[config.mk]
export PLATFORM = sky130hd
export DESIGN_NAME = mantle_split3_stream_deser
export DESIGN_NICKNAME = d
export VERILOG_FILES = /design/src/rtl/mantle_split3_stream_deser.sv
export SDC_FILE = /design/constraint.sdc
export NUM_CORES = 1
export LEC_CHECK = 0
export CAP_MARGIN = 20
export CORE_AREA = 2 2 287 289
export CTS_CLUSTER_SIZE = 10
export DETAILED_ROUTE_END_ITERATION = 10
export DIE_AREA = 0 0 289 291
export GPL_TIMING_DRIVEN = 1
export HOLD_SLACK_MARGIN = 0.03
export PLACE_DENSITY = 0.64
export SYNTH_ARGS = -nofsm -noshare
export SYNTH_HDL_FRONTEND = slang
export SYNTH_SLANG_ARGS = --single-unit
[constraint.sdc]
create_clock -name CLK -period 32 [get_ports CLK]
set_input_delay 8 -clock CLK [delete_from_list [all_inputs] [get_ports CLK]]
set_output_delay 8 -clock CLK [all_outputs]
set_load 0.01 [all_outputs]
[src/rtl/mantle_split3_stream_deser.sv]
`default_nettype none
// ============================================================================
// Module      : mantle_split3_stream_deser
// Description : Frames a serial valid/ready word stream into packets of
//               N0+N1+N2 words and presents each packet as three parallel
//               output arrays (segment 0, 1 and 2). Flags short and long
//               packets with a one-cycle err_len pulse.
// Revision    : 1.0 - initial release
// ============================================================================
module mantle_split3_stream_deser #(
    parameter int WIDTH = 32,
    parameter int N0    = 9,
    parameter int N1    = 6,
    parameter int N2    = 7
) (
    input  logic             CLK,
    input  logic             ASYNCRESET,
    input  logic [WIDTH-1:0] in_data,
    input  logic             in_valid,
    input  logic             in_last,
    output logic             in_ready,
    output logic [WIDTH-1:0] out0 [N0],
    output logic [WIDTH-1:0] out1 [N1],
    output logic [WIDTH-1:0] out2 [N2],
    output logic             out_valid,
    input  logic             out_ready,
    output logic             err_len
);

    localparam int TOTAL = N0 + N1 + N2;
    localparam int CW    = $clog2(TOTAL + 1);

    localparam logic [CW-1:0] C_LAST_IDX = CW'(TOTAL - 1);

    localparam logic [0:0] S_FILL = 1'b0;
    localparam logic [0:0] S_HOLD = 1'b1;

    logic [0:0]    state_q, state_d;
    logic [CW-1:0] cnt_q,   cnt_d;
    logic          err_q,   err_d;
    logic          accept_w;

    // Ready only while filling; reset forces it low immediately.
    assign in_ready = (state_q == S_FILL) && !ASYNCRESET;
    assign accept_w = in_valid && in_ready;

    assign out_valid = (state_q == S_HOLD);
    assign err_len   = err_q;

    // Next-state, word counter and framing-error decode.
    always_comb begin
        state_d = state_q;
        cnt_d   = cnt_q;
        err_d   = 1'b0;
        case (state_q)
            S_FILL: begin
                if (accept_w) begin
                    if (cnt_q == C_LAST_IDX) begin
                        // Packet is full; a missing in_last marks a long packet
                        // but the data is still delivered.
                        state_d = S_HOLD;
                        cnt_d   = '0;
                        err_d   = !in_last;
                    end else if (in_last) begin
                        // Short packet: drop partial data, restart framing.
                        cnt_d = '0;
                        err_d = 1'b1;
                    end else begin
                        cnt_d = cnt_q + 1'b1;
                    end
                end
            end
            S_HOLD: begin
                if (out_ready) begin
                    state_d = S_FILL;
                end
            end
            default: begin
                state_d = S_FILL;
                cnt_d   = '0;
            end
        endcase
    end

    // Control state registers.
    always_ff @(posedge CLK or posedge ASYNCRESET) begin
        if (ASYNCRESET) begin
            state_q <= S_FILL;
            cnt_q   <= '0;
            err_q   <= 1'b0;
        end else begin
            state_q <= state_d;
            cnt_q   <= cnt_d;
            err_q   <= err_d;
        end
    end

    // Segment 0 elements: packet words 0..N0-1.
    for (genvar k = 0; k < N0; k++) begin : g_seg0
        always_ff @(posedge CLK or posedge ASYNCRESET) begin
            if (ASYNCRESET) begin
                out0[k] <= '0;
            end else if (accept_w && (cnt_q == CW'(k))) begin
                out0[k] <= in_data;
            end
        end
    end

    // Segment 1 elements: packet words N0..N0+N1-1.
    for (genvar k = 0; k < N1; k++) begin : g_seg1
        always_ff @(posedge CLK or posedge ASYNCRESET) begin
            if (ASYNCRESET) begin
                out1[k] <= '0;
            end else if (accept_w && (cnt_q == CW'(N0 + k))) begin
                out1[k] <= in_data;
            end
        end
    end

    // Segment 2 elements: packet words N0+N1..TOTAL-1.
    for (genvar k = 0; k < N2; k++) begin : g_seg2
        always_ff @(posedge CLK or posedge ASYNCRESET) begin
            if (ASYNCRESET) begin
                out2[k] <= '0;
            end else if (accept_w && (cnt_q == CW'(N0 + N1 + k))) begin
                out2[k] <= in_data;
            end
        end
    end

endmodule
`default_nettype wire
==> flow_summary.json <==
{
  "status": "complete, no violations",
  "port_buffers": 743,
  "hold_ws_ns": 0.483,
  "route.detailed.drc": 0,
  "track_usage_pct": 20.6,
  "grt_max_degree": 163,
  "io_pins": 744,
  "async_reset_ff_share_pct": 100,
  "synth_ff_type": "dfrtp_1",
  "worstHoldEndpoint": "out2[32]$_DFFE_PP0P_",
  "synth.top_cell.area_share_pct": 64.3,
  "htree_levels": 3,
  "coreArea_sq_um": 81200,
  "ys_top_cells_by_count": "dfrtp_1, mux2_2, mux2_4",
  "num_vias": 16846,
  "rsz0062_at_grt": "false",
  "clock-root-buffer": "clkbuf_16",
  "synth.most_common_cell": "dfrtp_1",
  "p_leak_nw": 17.5,
  "clockBufferDepth": 3,
  "finClkSkew_ns": 0.0213,
  "initialDrtViolationCount": 744,
  "synth_cell_types": 36,
  "holdPathStages": 1,
  "r2r-end": "out1[130]$_DFFE_PP0P_",
  "gp_congestion": 0.791,
  "ff2ff_path_depth": 3,
  "period_share_pct": 54.4,
  "setup_violations": 0,
  "netlist_top_cells_area": "dfrtp_1, mux2_2, mux2_4, mux2_1, clkbuf_1",
  "r2r_slack_ns": 28.89,
  "routed_wirelength_microns": 87900,
  "drv_cap": 0,
  "synth_edf_count": 0,
  "synth-seq-cells": 711,
  "wire_per_inst_microns": 25.5,
  "tritoncts": "built",
  "syn-num-nets": 1665,
  "grt_overflow": 0,
  "antenna_found_initial": 9,
  "p_per_area_nw_per_um2": 84.7,
  "avgSynthCellArea_sq_um": 17.1,
  "cpPeakStageDelay_ns": 0.65,
  "crit_top_cell": "clkdlybuf4s50_1",
  "first_global_vias": 18218,
  "cts_sinks": 711,
  "ys_seq_area_share_pct": 64.3,
  "slew_headroom_pct": 24.9,
  "final_cells": 3449,
  "fin_nets": 2395,
  "dieWidth_microns": 289,
  "min_from": "out2[32]$_DFFE_PP0P_",
  "worst_slack_ns": 14.61,
  "num_rows": 105,
  "worst_pin_slew_ns": 1.12,
  "arrival_ns": 9.39,
  "cp-end-kind": "output pin",
  "crit_fanout": 6,
  "grt_first_pass_wirelength_microns": 127000,
  "start_kind": "input pin",
  "ir_drop_mv": 0.0570,
  "cts_resized": 0,
  "hpwl_microns": 59000,
  "cp_cell_sequence": "clkdlybuf4s50_1 > nor2_1 > clkdlybuf4s50_1",
  "via_per_inst": 4.88,
  "setup_tns_ns": 0,
  "dp_cells": 3323,
  "ant_nets": 0,
  "cts_buffers": 83,
  "crit_start": "ASYNCRESET",
  "crit_type": "in2out",
  "yosys.area.top_type": "dfrtp_1",
  "fin_util_pct": 47.4,
  "yosysWarnings": 0,
  "dp_slack_ns": 14.59,
  "critPathSlowestCell": "clkdlybuf4s50_1",
  "drive_gt1_share_pct": 35.5,
  "hold_viol": 0,
  "clkLatencyLatePin_ns": 0.63,
  "min_path_type": "reg2reg",
  "rr_startpoint": "cnt_q[2]$_DFFE_PP0P_",
  "area_delta_synth_final_pct": 38.9,
  "post_cts_buffers": 0,
  "fillers": 7014,
  "slew_violations": 0,
  "dieHeight_microns": 291,
  "path_clk_slew_ns": 0.05,
  "fmax_mhz": 57.5,
  "period_minus_slack_ns": 17.39,
  "drt-pass1-iter-count": 4,
  "netlist_instances": 1623,
  "hold_buffers": 0,
  "synth.cell_area_sq_um": 27700,
  "initial_core_util_pct": 34.1,
  "die_area_sq_um": 84100,
  "required_ns": 24.00
}
registers in the layout (all words and copies together) (netlist names):
name	count
out1	192
out2	224
err_len	1
cnt_q	5
out_valid	1
out0	288
power breakdown:
part           leakage [nW]  switching, W  internal, W  total, W
clock                  1.14      0.000360     0.000486  0.000846
sequential             9.44      0.000143      0.00117   0.00131
combinational          6.95      0.000440     0.000658   0.00110
cells in the final DEF, fill, tap and decap left out, drive strengths merged, types with 2 or more instances in the layout:
master / instances
o21ai: 2
nand2: 3
buf: 47
nor2: 6
clkbuf: 99
and3: 13
clkinv: 3
mux2: 704
nor2b: 2
diode: 4
nand3: 11
dfrtp: 711
inv: 11
clkdlybuf4s50: 742
or4: 2
ha: 5
layout make-up:
cell class                      instances  area [sq um]  share of cell area, %
Antenna cell                            4          10.0                 0.0260
Clock buffer                           98          2170                   5.66
Clock inverter                          9           151                  0.394
Inverter                                6          30.0                 0.0781
Multi-Input combinational cell        761          8900                   23.1
Sequential cell                       711         17800                   46.3
Tap cell                             1070          1340                   3.48
Timing Repair Buffer                  790          8060                   21.0
worst max-delay path, delay by kind of cell:
family,cells,cell delay [ns]
and+or+nand+nor,1,0.19
buffers and inverters,2,1.21
metal layers:
layer  global-route usage, %  up-vias  wire, microns
li1                        -     7089              -
met1                    24.6     8887          34000
met2                    34.3      656          42800
met3                    5.01      214           6240
met4                    11.2        0           4830
met5                       0        -              0
worst max-delay path by stage:
stage,endpoint,slack [ns],cells past startpoint
5_1_grt,in_ready,14.58,3
3_5_place_dp,in_ready,14.59,3
2_1_floorplan,cnt_q[0]$_DFFE_PP0P_,4.06,1
6_report,in_ready,14.61,3
4_1_cts,in_ready,14.60,3
3_3_place_gp,in_ready,14.55,3
stage by stage:
| stage | power, W | cell area, sq um |
|---|---|---|
| 2_1_floorplan | 0.00172 | 27700 |
| 4_1_cts | 0.00329 | 38100 |
| 3_5_place_dp | 0.00242 | 35800 |
| 5_1_grt | 0.00340 | 38400 |
| 6_report | 0.00326 | 38400 |
| 3_3_place_gp | 0.00239 | 35700 |
cells by family (layout without fill, tap and decap cells):
group                      after synthesis  count (layout)  synth area share [%]
adders and majority gates                5               5                 0.226
xor gates and xnor gates                 1               1                0.0316
buffers and inverters                  151             903                  3.73
DFF                                    711             711                  64.3
and+or+nand+nor                         46              46                  1.38
AOI/OAI and AO/OA                        5               5                 0.122
muxes                                  704             704                  30.3
other                                    0               4                     0
Power figures use the tool's default switching activity.
